[src/rtl/glitch_pkg.sv]
// Shared types for the glitchless read responder.
// State codes carry ws/dv directly in bits [3:2], so outputs need no decode.
package glitch_pkg;

    localparam int WS_BIT = 3;
    localparam int DV_BIT = 2;

    typedef enum logic [3:0] {
        R_IDLE  = 4'b00_00,
        R_WAIT  = 4'b10_01,
        R_READY = 4'b01_10
    } resp_state_t;

endpackage

[src/rtl/glitchless_resp_if.sv]
// rd/ds/ws read-strobe bus between a glitchless read initiator and its responder.
// The master modport is the initiator side; the slave modport is the responder side.
interface glitchless_resp_if #(
    parameter int DATA_W = 8,
    parameter int ADDR_W = 4,
    parameter int WAIT_W = 3
);
    logic              rd;
    logic              ds;
    logic [ADDR_W-1:0] addr;
    logic [WAIT_W-1:0] wait_cfg;
    logic              ws;
    logic              dv;
    logic [DATA_W-1:0] rdata;

    modport master (output rd, ds, addr, wait_cfg, input ws, dv, rdata);
    modport slave  (input rd, ds, addr, wait_cfg, output ws, dv, rdata);
endinterface

[src/rtl/resp_regfile.sv]
// Backdoor-writable register file serving as the read target.
// One synchronous write port and a combinational read port, so a same-edge write is not seen.
module resp_regfile #(
    parameter int DATA_W = 8,
    parameter int DEPTH  = 16,
    parameter int ADDR_W = 4
) (
    input  logic              clk,
    input  logic              reset_n,
    input  logic              we,
    input  logic [ADDR_W-1:0] waddr,
    input  logic [DATA_W-1:0] wdata,
    input  logic [ADDR_W-1:0] raddr,
    output logic [DATA_W-1:0] rdata
);
    logic [DATA_W-1:0] mem_reg [DEPTH];

    always_ff @(posedge clk or negedge reset_n) begin
        if (!reset_n) begin
            for (int i = 0; i < DEPTH; i++) begin
                mem_reg[i] <= '0;
            end
        end else if (we) begin
            mem_reg[waddr] <= wdata;
        end
    end

    assign rdata = mem_reg[raddr];
endmodule

[src/rtl/glitchless_resp.sv]
// Responder for the rd/ds/ws read protocol: counts programmable wait states,
// then holds registered read data with dv until the initiator's ds strobe.
module glitchless_resp
    import glitch_pkg::*;
#(
    parameter int DATA_W = 8,
    parameter int DEPTH  = 16,
    parameter int ADDR_W = 4,
    parameter int WAIT_W = 3
) (
    input  logic              clk,
    input  logic              reset_n,
    glitchless_resp_if.slave  bus,
    input  logic              cfg_we,
    input  logic [ADDR_W-1:0] cfg_waddr,
    input  logic [DATA_W-1:0] cfg_wdata
);
    resp_state_t       state_reg, state_next;
    logic [WAIT_W-1:0] count_reg;
    logic [ADDR_W-1:0] addr_reg;
    logic [DATA_W-1:0] rdata_reg;
    logic [ADDR_W-1:0] mem_raddr;
    logic [DATA_W-1:0] mem_rdata;
    logic              capture;
    logic              ws;
    logic              dv;

    // A zero-wait request captures on the request edge, before addr is latched.
    assign mem_raddr = (state_reg == R_IDLE) ? bus.addr : addr_reg;

    resp_regfile #(
        .DATA_W (DATA_W),
        .DEPTH  (DEPTH),
        .ADDR_W (ADDR_W)
    ) u_regfile (
        .clk     (clk),
        .reset_n (reset_n),
        .we      (cfg_we),
        .waddr   (cfg_waddr),
        .wdata   (cfg_wdata),
        .raddr   (mem_raddr),
        .rdata   (mem_rdata)
    );

    always_ff @(posedge clk or negedge reset_n) begin
        if (!reset_n) begin
            state_reg <= R_IDLE;
        end else begin
            state_reg <= state_next;
        end
    end

    always_comb begin
        state_next = state_reg;
        unique case (state_reg)
            R_IDLE: begin
                if (bus.rd) begin
                    state_next = (bus.wait_cfg == '0) ? R_READY : R_WAIT;
                end
            end
            R_WAIT: begin
                if (!bus.rd) begin
                    state_next = R_IDLE;
                end else if (count_reg == WAIT_W'(1)) begin
                    state_next = R_READY;
                end
            end
            R_READY: begin
                if (bus.ds || !bus.rd) begin
                    state_next = R_IDLE;
                end
            end
            default: state_next = R_IDLE;
        endcase
    end

    always_comb begin
        ws = state_reg[WS_BIT];
        dv = state_reg[DV_BIT];
    end

    assign capture = bus.rd &&
                     (((state_reg == R_IDLE) && (bus.wait_cfg == '0)) ||
                      ((state_reg == R_WAIT) && (count_reg == WAIT_W'(1))));

    always_ff @(posedge clk or negedge reset_n) begin
        if (!reset_n) begin
            count_reg <= '0;
            addr_reg  <= '0;
            rdata_reg <= '0;
        end else begin
            if ((state_reg == R_IDLE) && bus.rd) begin
                count_reg <= bus.wait_cfg;
                addr_reg  <= bus.addr;
            end else if ((state_reg == R_WAIT) && bus.rd && (count_reg != WAIT_W'(1))) begin
                count_reg <= count_reg - WAIT_W'(1);
            end
            if (capture) begin
                rdata_reg <= mem_rdata;
            end
        end
    end

    assign bus.ws    = ws;
    assign bus.dv    = dv;
    assign bus.rdata = rdata_reg;
endmodule

[src/flat_wrapper.sv]
// flat-port wrapper written by rule: the top's interface ports become plain ports
module glitchless_resp_flat import glitch_pkg::*;
#(
    parameter int DATA_W = 8,
    parameter int DEPTH  = 16,
    parameter int ADDR_W = 4,
    parameter int WAIT_W = 3
)
  (clk, reset_n, cfg_we, cfg_waddr, cfg_wdata, bus_rd, bus_ds, bus_addr, bus_wait_cfg, bus_ws, bus_dv, bus_rdata);
  glitchless_resp_if #(.DATA_W(DATA_W), .ADDR_W(ADDR_W), .WAIT_W(WAIT_W)) bus_i ();
  input  logic clk;
  input  logic reset_n;
  input  logic cfg_we;
  input  logic [ADDR_W-1:0] cfg_waddr;
  input  logic [DATA_W-1:0] cfg_wdata;
  input wire logic [$bits(bus_i.rd)-1:0] bus_rd;
  input wire logic [$bits(bus_i.ds)-1:0] bus_ds;
  input wire logic [$bits(bus_i.addr)-1:0] bus_addr;
  input wire logic [$bits(bus_i.wait_cfg)-1:0] bus_wait_cfg;
  output wire logic [$bits(bus_i.ws)-1:0] bus_ws;
  output wire logic [$bits(bus_i.dv)-1:0] bus_dv;
  output wire logic [$bits(bus_i.rdata)-1:0] bus_rdata;
  assign bus_i.rd = bus_rd;
  assign bus_i.ds = bus_ds;
  assign bus_i.addr = bus_addr;
  assign bus_i.wait_cfg = bus_wait_cfg;
  assign bus_ws = bus_i.ws;
  assign bus_dv = bus_i.dv;
  assign bus_rdata = bus_i.rdata;
  glitchless_resp #(.DATA_W(DATA_W), .DEPTH(DEPTH), .ADDR_W(ADDR_W), .WAIT_W(WAIT_W)) u_core (.clk(clk), .reset_n(reset_n), .bus(bus_i), .cfg_we(cfg_we), .cfg_waddr(cfg_waddr), .cfg_wdata(cfg_wdata));
endmodule
[config.mk]
export PLATFORM = sky130hd
export DESIGN_NAME = glitchless_resp_flat
export DESIGN_NICKNAME = d
export VERILOG_FILES = /design/src/rtl/glitch_pkg.sv /design/src/rtl/glitchless_resp_if.sv /design/src/rtl/resp_regfile.sv /design/src/rtl/glitchless_resp.sv /design/src/flat_wrapper.sv
export SDC_FILE = /design/constraint.sdc
export NUM_CORES = 1
export LEC_CHECK = 0
export ABC_AREA = 1
export ABC_CLOCK_PERIOD_IN_PS = 3350
export BUFFER_PORTS_ARGS = -buffer_cell sky130_fd_sc_hd__buf_2
export CAP_MARGIN = 10
export CORE_MARGIN = 4
export CORE_UTILIZATION = 55
export CTS_CLUSTER_SIZE = 40
export DETAILED_ROUTE_END_ITERATION = 12
export PLACE_DENSITY = 0.79
export SYNTH_ARGS = -nofsm -noshare
export SYNTH_HDL_FRONTEND = slang
export SYNTH_SLANG_ARGS = --single-unit
[constraint.sdc]
create_clock -name clk -period 3.35 [get_ports clk]
set_input_delay 0.67 -clock clk [delete_from_list [all_inputs] [get_ports clk]]
set_output_delay 0.67 -clock clk [all_outputs]
set_load 0.05 [all_outputs]
After elaboration in Yosys (flattened, before gate mapping)
Cells that the tools add are included.
- flip-flop bits (word level): 147
- input bits: 24
- logic and storage cells: 62
- add/subtract/negate cells: 1
- $lt $le $gt $ge: 3
- eq/ne operators: 7
- multiplexer cells: 15
- bitwise operators: 2
- reduce and logical (&&, ||, !) cells: 14
- operators with widths (kind ; count):
    $bwmux 128 ; 1
    $bmux 8 s4 ; 1
    $demux 8 s4 ; 1
    $mux 4 ; 6
    $mux 8 ; 3
    $pmux 4 s3 ; 1
    $ge 5x5->1 const B ; 2
    $not 4->5 ; 2
    $logic_and 1x1->1 ; 7
    $mux 3 ; 2
    $lt 5x1->1 const B ; 1
    $eq 4x3->1 const B ; 1
    $eq 4x4->1 const B ; 1
    $logic_not 4->1 ; 1
    $eq 3x1->1 const B ; 1
    $logic_not 3->1 ; 1
    $ne 3x1->1 const B ; 1
    $ne 3x2->1 const B ; 1
    $reduce_and 3->1 ; 1
    $sub 3x1->3 const B ; 1
    $logic_or 1x1->1 ; 2
    $ne 2x1->1 const B ; 1
    $ne 2x2->1 const B ; 1
    $reduce_bool 2->1 ; 1
    $logic_not 1->1 ; 1

Logic depth before layout (Yosys ltp)
Gate-level depths: netlist of the first run.
- depth in word-level cells: 6
- mapped depth: 13

Cells and area by module
Synthesis of the first run repeated with hierarchy kept, for this count alone.
- cells, all modules: 963
- area total of the unflattened synthesis: 7159.4 um2
- modules (own cells, without submodules) (module ; times used ; cells an instance ; area each (um2) ; seq. area each (um2)):
    resp_regfile ; 1 ; 850 ; 6271.0 ; 3203.1
    glitchless_resp ; 1 ; 113 ; 888.4 ; 425.4

Least setup slack after synthesis of the first run
No wires, ideal clock.
- path kind: register to register
- start point: register u_core.state_reg[2]
- end point: register u_core.rdata_reg[3], in the netlist u_core.bus.rdata[3]
- setup time: 0.118 ns
- arrival time: 1.772 ns
- path slack: 1.461 ns
- stages on the path, launching flop included: 14
- period minus slack after synthesis: 1.889 ns
- cell sequence: dfrtp_1 > inv_1 > nand2_2 > nand2_1 > nand2_2 > buf_6 > buf_6 > nand2_1 > nand3_1 > nand3_1 > nand3_1 > nand2_1 > nand2_1 > nand2_1
- longest elaborated chain between the ends: 6
- elaborated cells on any way between the ends: 11
- those cells by class: eq/ne: 1; mux: 4; bitwise: 1; reduce/logical: 5
- RTL lines (what ; RTL line ; source):
    from (decl) ; glitchless_resp.sv:18 ; resp_state_t state_reg, state_next;
    from (signal assigned) ; glitchless_resp.sv:49 ; state_reg <= state_next;
    $logic_not 4->1 ; glitchless_resp.sv:29, glitchless_resp.sv:83 ;
    $mux 4 ; glitchless_resp.sv:29 ; assign mem_raddr = (state_reg == R_IDLE) ? bus.addr : addr_reg;
    $not 4->5 (not written as such) ; resp_regfile.sv:28 ; assign rdata = mem_reg[raddr];
    $bmux 8 s4 ; resp_regfile.sv:28 ;
    $mux 8 (not written as such) (2 in a row) ; resp_regfile.sv:28 ;
    to (signal assigned) ; glitchless_resp.sv:99 ; rdata_reg <= mem_rdata;
    to (decl) ; glitchless_resp.sv:21 ; logic [DATA_W-1:0] rdata_reg;
Several ways; a longest one is shown, not always the timed one. The select of a mux whose other input is x is not followed.
A chain may end at the register's enable or synchronous reset.

Worst setup path in the final report of the first run
- start point: register u_core.state_reg[2]
- end point: register u_core.rdata_reg[7], in the netlist u_core.bus.rdata[7]
Same word-level chain as after synthesis.

==> metrics.txt, run 1 <==
status=finished clean; fillcell total=1119; mux contribution to synthesized area=0%; max-slew violations=0; Iter 0 DRT Violations=809; largest net degree at the start of global routing=72; Post-Synth Simple-Gate Area=26.7%; relative slew slack=36.9%; buffers and inverters on the worst path=1; utilization after layout=63.4%; Final setup viols=0; # nets final=995; die width=122 um; Synth top area share=50.7%; # DRC=0; post-CTS sizing=0; worst hold path class=input port to async pin; CTS HTree Levels=4; first-pass GRT wire length=32800 um; count leader, synth=nand2_1; io pins=34; CP startpoint kind=flip-flop; die area=0.0149 sq mm; total CTS buffers=17; XOR/XNOR Fraction of Synth Area=0.122%; Area growth syn-to-layout=12.1%; maximum vdd drop=0.000459 V; FP Rows=41; final worst path period need=2.36 ns; setup total negative slack=0 ns; Post-synth ARST share=100%; Arr. time, crit path=2.67 ns; drt via density=5.67; Max Cap Viol=0; Fin. Hold Viols=0; final period utilization=70.3%; count of cell types in the netlist=26; layout cells sized above 1=8.88%; Clock Skews=0.00459 ns; HPWL Detailed=13200 um; Multi-input gate area=0.00273 sq mm; CTS Sinks=145; die outline height=122 um; CTS tree=done; initial core utilization=56.5%; grt total ovfl=0; Initial DRT Pass Iterations=6; cell area after synthesis=0.00716 sq mm; per-cell routed wire length=17.5 um; crit path cell chain=nor2_4 > nand2_2 > nand2_1 > buf_4 > nand2_1 > nand3_1 > nand3_1 > nand3_1 > nand2_1 > nand2_1 > nand2_1; Worst Setup End Kind=flip-flop; clock latency on the worst-skew pair=0.43 ns; adder-cell share of the synthesized area=0.349%; routed wire length=20100 um; via count=6536; area leader, netlist=dfrtp_1; clock buffer depth=2; gpl congestion=0.965; max reg flops=128; IO buf count=33; post-synthesis compound-gate area fraction=10.9%; RSZ-0062 raised after global routing=false; design area=0.00803 sq mm; Reg clk slew, reported paths=0.06 ns; top cells by area, synth=dfrtp_1, nand2_1, nand3_1; Max Fclk=425 MHz; sequential fraction of the synthesis area=50.7%; Synthesis Warnings=0; Setup CP Type=flip-flop to flip-flop; postcts setup bufs=0; Worst path top cell family by delay=simple AND/OR/NAND/NOR gates; initial antenna violation count=0; Mapped Avg Cell Area=7.55 sq um; Power per Cell Area=937 mW/mm^2; Worst Path Required=3.67 ns; ys flop type=dfrtp_1; # hold bufs at CTS=0; Commonest cells post-synth=nand2_1, nand3_1, inv_1, dfrtp_1, o21ai_0; GRT Total Usage=29.1%; Post-DRT Antenna Nets=0; vias in the first global route=5976; Syn Inst Count=949; Least-Margin Pin Slew=0.943 ns; Placeable Area=0.0127 sq mm; Syn Nets=975; Ant. Diodes=0; Max FO, Critical Path=40; CP most frequent cell=nand2_1; main combinational cell family by area after synthesis=simple AND/OR/NAND/NOR gates; crit path max-delay cell type=dfrtp_1; EDFF count, synth=0; Leakage=4.10 nW; root buffer cell=clkbuf_16; max incr delay on CP=0.44 ns; Storage cell area=0.00363 sq mm; Area after DPL=0.00746 sq mm; #FFs+latches synth=145
## worst reg2reg max path, cell delays in order, from the launching register on
cell	delay (ns)
dfrtp_1	0.44
nor2_4	0.30
nand2_2	0.32
nand2_1	0.16
buf_4	0.40
nand2_1	0.12
nand3_1	0.10
nand3_1	0.13
nand3_1	0.10
nand2_1	0.06
nand2_1	0.06
nand2_1	0.05
## power breakdown
| part | leakage (nW) | internal, mW | switching [mW] |
|---|---|---|---|
| clock | 0.281 | 1.18 | 0.706 |
| sequential | 1.81 | 2.18 | 0.220 |
| combinational | 2.01 | 0.976 | 2.27 |
## cells in the final DEF, fill, tap and decap left out, types with 2 or more instances in the layout
cell type and instances:
nor2_1 13, dfrtp_1 145, clkbuf_1 5, clkbuf_16 17
o21ai_2 4, o211ai_1 2, ha_1 2, bufinv_16 3
o31ai_1 2, o22ai_1 4, buf_2 32, o21ai_0 130
nor3_1 3, nand3_1 158, nand2_1 269, nand2_2 5
buf_4 14, inv_2 3, clkinv_2 4, inv_1 153
## layer usage
layer / vias up / track usage [%] / wire length [um]
li1: 3029 / - / -
met1: 3138 / 42.2 / 8660
met2: 318 / 41.7 / 8980
met3: 51 / 6.50 / 1720
met4: 0 / 13.2 / 768
met5: - / 0 / 0
## cell type report
type / instances / area share, %
clock inverters: 7 / 1.37
well taps: 172 / 2.68
flip-flops and latches: 145 / 45.2
clock buffers: 23 / 5.70
repair buffers: 48 / 3.69
multi-input cells: 600 / 34.0
inverters: 157 / 7.34
## per-stage QoR
step                setup WS, ns  hold slack [ns]  total power, mW  cells
floorplan                   1.46            0.374             4.67    949
global placement            1.12            0.465             5.53   1122
detailed placement          1.08            0.473             5.57   1122
CTS                         1.04            0.281             7.47   1152
global route               0.832            0.304             8.00   1152
finish                     0.995            0.250             7.52   1152
## cells by family (layout without fill, tap and decap cells)
| logic type | count (synthesis) | count (layout) |
|---|---|---|
| AOI/OAI and AO/OA | 147 | 147 |
| xor gates and xnor gates | 1 | 1 |
| adders and majority gates | 2 | 2 |
| buffers and inverters | 204 | 235 |
| DFF | 145 | 145 |
| and+or+nand+nor | 450 | 450 |
## worst paths after layout
path / from / end / slack (ns) / cells after the start
max: u_core.state_reg[2] / u_core.bus.rdata[7] / 0.99 / 11
min: reset_n / u_core.u_regfile.mem_reg[40] / 0.25 / 1
max reg2reg: u_core.state_reg[2] / u_core.bus.rdata[7] / 0.99 / 11
min reg2reg: u_core.u_regfile.mem_reg[117] / u_core.u_regfile.mem_reg[117] / 0.48 / 2
max in group asynchronous: reset_n / u_core.u_regfile.mem_reg[83] / 2.18 / 2
min in group clk: u_core.u_regfile.mem_reg[117] / u_core.u_regfile.mem_reg[117] / 0.48 / 2
No activity file was read; power rests on OpenSTA's default activity.
==> inputs of run 2 (changes only) <==
--- a/config.mk
+++ b/config.mk
@@ -6,14 +6,14 @@
 export NUM_CORES = 1
 export LEC_CHECK = 0
 export ABC_AREA = 1
-export ABC_CLOCK_PERIOD_IN_PS = 3350
+export ABC_CLOCK_PERIOD_IN_PS = 2100
 export BUFFER_PORTS_ARGS = -buffer_cell sky130_fd_sc_hd__buf_2
 export CAP_MARGIN = 10
 export CORE_MARGIN = 4
 export CORE_UTILIZATION = 55
 export CTS_CLUSTER_SIZE = 40
 export DETAILED_ROUTE_END_ITERATION = 12
-export PLACE_DENSITY = 0.79
+export PLACE_DENSITY = 0.81
 export SYNTH_ARGS = -nofsm -noshare
 export SYNTH_HDL_FRONTEND = slang
 export SYNTH_SLANG_ARGS = --single-unit
==> constraint.sdc (replaced) <==
create_clock -name clk -period 2.1 [get_ports clk]
set_input_delay 0.42 -clock clk [delete_from_list [all_inputs] [get_ports clk]]
set_output_delay 0.42 -clock clk [all_outputs]
set_load 0.05 [all_outputs]
==> run 2 against run 1 <==
Compared with the run above: the flow now finishes with violations (design-rule violations); sequential share of layout area is 0.65 points lower; largest power group unchanged; via count is 0.80% higher; largest cell class unchanged; first-iteration DRC count is 2.1% lower; clock power is 51% higher.
==> metrics.txt, run 2 (same netlist as run 1, synthesis figures left out) <==
io pins=34; relative slew slack=57.5%; commonest non-fill, non-tap cell in the layout=nand2_1; Max Fclk=504 MHz; Comb pwr share=44.8%; routed wire length=21000 um; commonest cells after routing, fill and taps aside=nand2_1, nand3_1, inv_1, dfrtp_1, o21ai_0; gpl congestion=0.939; reg-to-reg startpoint=u_core.state_reg[2]; buffers and inverters on the worst path=1; per-cell routed wire length=18.1 um; Least-Margin Pin Slew=0.636 ns; CTS Sinks=145; Final Total Pwr=12.1 mW; CP startpoint kind=flip-flop; IO buf count=33; Pint=6.78 mW; maximum vdd drop=0.000873 V; Sw Ratio=43.8%; # hold bufs at CTS=1; Max FO, Critical Path=40; Leakage=4.14 nW; root buffer cell=clkbuf_16; CTS tree=done; Switch Pwr=5.29 mW; Setup CP Type=flip-flop to flip-flop; drt via density=5.66; design area=0.00814 sq mm; die area=0.0149 sq mm; final period utilization=94.5%; status=finished, violations left; initial core utilization=56.5%; Post-DRT Antenna Nets=0; CTS HTree Levels=4; first-pass GRT wire length=33700 um; die width=122 um; pre-CTS setup slack=0.182 ns; post-CTS sizing=0; grt total ovfl=0; crit path max-delay cell type=dfrtp_1; Worst Path Required=2.43 ns; Clock power frac=23.4%; crit path cell chain=nor2_4 > nand2_2 > nand2_1 > buf_12 > nand2_1 > nand3_1 > nand3_1 > nand3_1 > nand2_1 > nand2_1 > nand2_1; clock buffer depth=2; Power per Cell Area=1480 mW/mm^2; initial antenna violation count=0; CP startpoint=u_core.state_reg[2]; Initial DRT Pass Iterations=9; max reg flops=128; FP Rows=41; min-delay src=bus_wait_cfg[2]; CP most frequent cell=nand2_1; layout cells sized above 1=10.3%; Max Cap Viol=0; postcts setup bufs=0; WHS=0.275 ns; max incr delay on CP=0.45 ns; worst hold path class=input port to flip-flop; final worst path period need=1.98 ns; Clock Skews=0.00701 ns; total CTS buffers=17; RSZ-0062 raised after global routing=false; # nets final=1004; vias in the first global route=6307; Placeable Area=0.0127 sq mm; max-slew violations=0; Area growth syn-to-layout=13.7%; HPWL Detailed=13900 um; GRT Total Usage=30.0%; Reg clk slew, reported paths=0.06 ns; Area after DPL=0.00758 sq mm; Sequential Power Share=31.8%; clock latency on the worst-skew pair=0.44 ns; setup total negative slack=0 ns; largest net degree at the start of global routing=43; # DRC=1; Worst Setup End Kind=flip-flop; PnR worst setup slack=0.116 ns; Arr. time, crit path=2.31 ns; violations in the final reports=design-rule violations; Worst path top cell family by delay=simple AND/OR/NAND/NOR gates; Final setup viols=0; Iter 0 DRT Violations=792; die outline height=122 um; via count=6588; Ant. Diodes=0; Fin. Hold Viols=0
## run 2: changes by cell type in the layout (fill, tap and decap cells not counted)
cell           before  now
dlygate4sd3_1       0    1
clkinvlp_4          0    7
buf_4              14   17
clkinv_2            4    3
clkbuf_1            5    0
clkinv_4            0    1
inv_6               0    1
buf_12              1    6
clkbuf_8            1    3
bufinv_16           3    0
## run 2: stage by stage
| step | instances | utilization [%] |
|---|---|---|
| after global placement | 1130 | 59.8 |
| after CTS | 1163 | 64.3 |
| after global routing | 1163 | 64.3 |
| after floorplan | 949 | - |
| final | 1163 | 64.3 |
| after detailed placement | 1130 | 59.8 |
## run 2: final cells by class
cell class / instances / area [sq um]
clock buffer: 20 / 467
clock inverter: 12 / 85.1
fill: 1118 / 4530
inverter: 157 / 589
multi-input combinational: 600 / 2730
sequential: 145 / 3630
tap: 172 / 215
timing repair buffer: 57 / 429
## run 2: layer usage
metal	track usage (%)	share of wire [%]
met1	40.4	42
met2	47.3	46
met3	5.85	7.6
met4	13.9	4.3
met5	0	0
## run 2: final timing paths
| kind | endpoint | slack (ns) | cells after the start |
|---|---|---|---|
| setup / recovery | u_core.bus.rdata[7] | 0.12 | 11 |
| hold / removal | u_core.count_reg[2] | 0.28 | 3 |
| setup reg to reg | u_core.bus.rdata[7] | 0.12 | 11 |
| hold reg to reg | u_core.u_regfile.mem_reg[84] | 0.48 | 2 |
| max in group asynchronous | u_core.u_regfile.mem_reg[90] | 0.97 | 3 |
| min in group asynchronous | u_core.u_regfile.mem_reg[101] | 0.47 | 2 |
## run 2: power groups by stage
| stage | clock network (mW) | registers [mW] | logic [mW] |
|---|---|---|---|
| floorplan | 0 | 4.06 | 3.38 |
| global placement | 0 | 3.85 | 5.24 |
| detailed placement | 0 | 3.86 | 5.30 |
| CTS | 2.84 | 3.83 | 5.34 |
| global route | 2.95 | 3.90 | 5.90 |
| finish | 2.83 | 3.84 | 5.41 |
## run 2: worst register-to-register path, delay by kind of cell, from the launching register on
| kind | cells | cell delay, ns |
|---|---|---|
| DFF | 1 | 0.45 |
| buffers and inverters | 1 | 0.22 |
| and+or+nand+nor | 10 | 1.21 |
==> inputs of run 3 (changes only) <==
--- a/config.mk
+++ b/config.mk
@@ -13,7 +13,7 @@
 export CORE_UTILIZATION = 55
 export CTS_CLUSTER_SIZE = 40
 export DETAILED_ROUTE_END_ITERATION = 12
-export PLACE_DENSITY = 0.81
+export PLACE_DENSITY = 0.83
 export SYNTH_ARGS = -nofsm -noshare
 export SYNTH_HDL_FRONTEND = slang
 export SYNTH_SLANG_ARGS = --single-unit
==> run 3 against run 2 <==
Compared with the run above: sequential share of layout area down 0.22 points; via count down 2.0%; highest routed layer unchanged; cell count down 0.34%; critical endpoint is now u_core.bus.rdata[1]; clock skew down 0.00074 ns; the flow now finishes without violations; total power up 2.7%; critical path type unchanged.
==> metrics.txt, run 3 (same netlist as run 1, synthesis figures left out) <==
status=finished clean; initial core utilization=56.5%; design area=0.00818 sq mm; die outline height=122 um; CTS tree=done; Iter 0 DRT Violations=909; die area=0.0149 sq mm; Post-DRT Antenna Nets=0; Max Cap Viol=0; CTS HTree Levels=4; Power per Cell Area=1520 mW/mm^2; M3 GR Usage=7.75%; final period utilization=91.9%; Hold Path Depth=3; drt via density=5.57; Leakage=4.18 nW; Clock Skews=0.00627 ns; Max Fclk=518 MHz; IO buf count=33; Fin. Hold Viols=0; first-pass GRT wire length=33200 um; GRT Total Usage=29.4%; layout cells sized above 1=9.73%; io pins=34; Area growth syn-to-layout=14.3%; Arr. time, crit path=2.25 ns; RSZ-0062 raised after global routing=false; routed wire length=20400 um; CP startpoint kind=flip-flop; FP Rows=41; initial antenna violation count=0; Worst R2R End=u_core.bus.rdata[1]; max-slew violations=0; Worst Setup End Kind=flip-flop; Worst Path Required=2.42 ns; commonest cells after routing, fill and taps aside=nand2_1, nand3_1, inv_1, dfrtp_1, o21ai_0; setup total negative slack=0 ns; Final setup viols=0; # nets final=1000; gpl congestion=0.960; commonest non-fill, non-tap cell in the layout=nand2_1; Reg clk slew, reported paths=0.06 ns; R2R cell count=11; Least-Margin Pin Slew=0.635 ns; per-cell routed wire length=17.6 um; largest net degree at the start of global routing=51; Max FO, Critical Path=48; total CTS buffers=17; Placeable Area=0.0127 sq mm; root buffer cell=clkbuf_16; via count=6455; Initial DRT Pass Iterations=5; min-delay src=bus_wait_cfg[2]; Setup CP Type=flip-flop to flip-flop; die width=122 um; WHS=0.263 ns; Worst Hold Endpoint=u_core.count_reg[2]; gr busiest metal=met2; reg2reg setup slack=0.17 ns; HPWL Detailed=13700 um; vias in the first global route=6177; final worst path period need=1.93 ns; met2 Usage GRT=42.3%; Area after DPL=0.00754 sq mm; CTS Sinks=145; GR Util met1=41.1%; relative slew slack=57.6%; grt total ovfl=0; worst hold path class=input port to flip-flop; reg-to-reg startpoint=u_core.state_reg[2]; Ant. Diodes=0; maximum vdd drop=0.000743 V; # DRC=0; max reg flops=128; clock buffer depth=2; clock latency on the worst-skew pair=0.43 ns
## run 3: cell types whose count changed in the layout (fill, tap and decap cells not counted)
cell	before	now
buf_4	17	14
clkbuf_1	0	2
bufinv_16	0	5
clkinvlp_4	7	1
inv_6	1	0
clkinv_2	3	6
clkbuf_8	3	1
clkinv_4	1	0
buf_12	6	5
## run 3: metrics by stage
step,setup slack (ns),power [mW],utilization [%],std cells
floorplan,0.211,7.44,-,949
global placement,0.189,8.92,59.5,1126
detailed placement,0.171,9.03,59.5,1126
CTS,0.186,12.3,64.6,1159
global route,0.0297,13.2,64.6,1159
finish,0.170,12.4,64.6,1159
## run 3: final cells by class
| type | instances | area (sq um) |
|---|---|---|
| clock buffer | 20 | 447 |
| sequential | 145 | 3630 |
| clock inverter | 12 | 188 |
| multi-input combinational | 600 | 2730 |
| inverter | 157 | 589 |
| tap | 172 | 215 |
| timing repair buffer | 53 | 387 |
| fill | 1112 | 4490 |
## run 3: worst max-delay path, cell delays in order, from the launching register on
cell and delay (ns):
dfrtp_1 0.44, nor2_4 0.30, nand2_2 0.11, nand2_2 0.10
buf_12 0.22, nand2_1 0.09, nand3_1 0.13, nand3_1 0.13
nand3_1 0.12, nand2_1 0.06, nand2_1 0.06, nand2_1 0.05
## run 3: layer usage
metal | vias to the layer above | wire (um)
li1 | 3041 | -
met1 | 3038 | 8810
met2 | 321 | 9000
met3 | 55 | 1760
met4 | 0 | 875
met5 | - | 0
## run 3: repair_timing
action,in CTS,in global routing
hold buffers,1,0
setup buffers,0,0
hold endpoints to repair,46,0
resized for setup,0,0
## run 3: worst max-delay path by stage
stage	endpoint	from	cells past startpoint	slack, ns
finish	u_core.bus.rdata[1]	u_core.state_reg[2]	11	0.17
CTS	u_core.bus.rdata[1]	u_core.state_reg[2]	11	0.19
detailed placement	u_core.bus.rdata[7]	bus_rd	11	0.17
floorplan	u_core.bus.rdata[3]	u_core.state_reg[2]	13	0.21
global route	u_core.bus.rdata[5]	u_core.state_reg[2]	11	0.03
global placement	u_core.bus.rdata[0]	bus_rd	11	0.19
## run 3: power breakdown
| part | internal [mW] | switching (mW) | leakage (nW) |
|---|---|---|---|
| Clock | 2.12 | 1.14 | 0.313 |
| Combinational | 1.68 | 3.61 | 2.05 |
| Sequential | 3.47 | 0.367 | 1.81 |
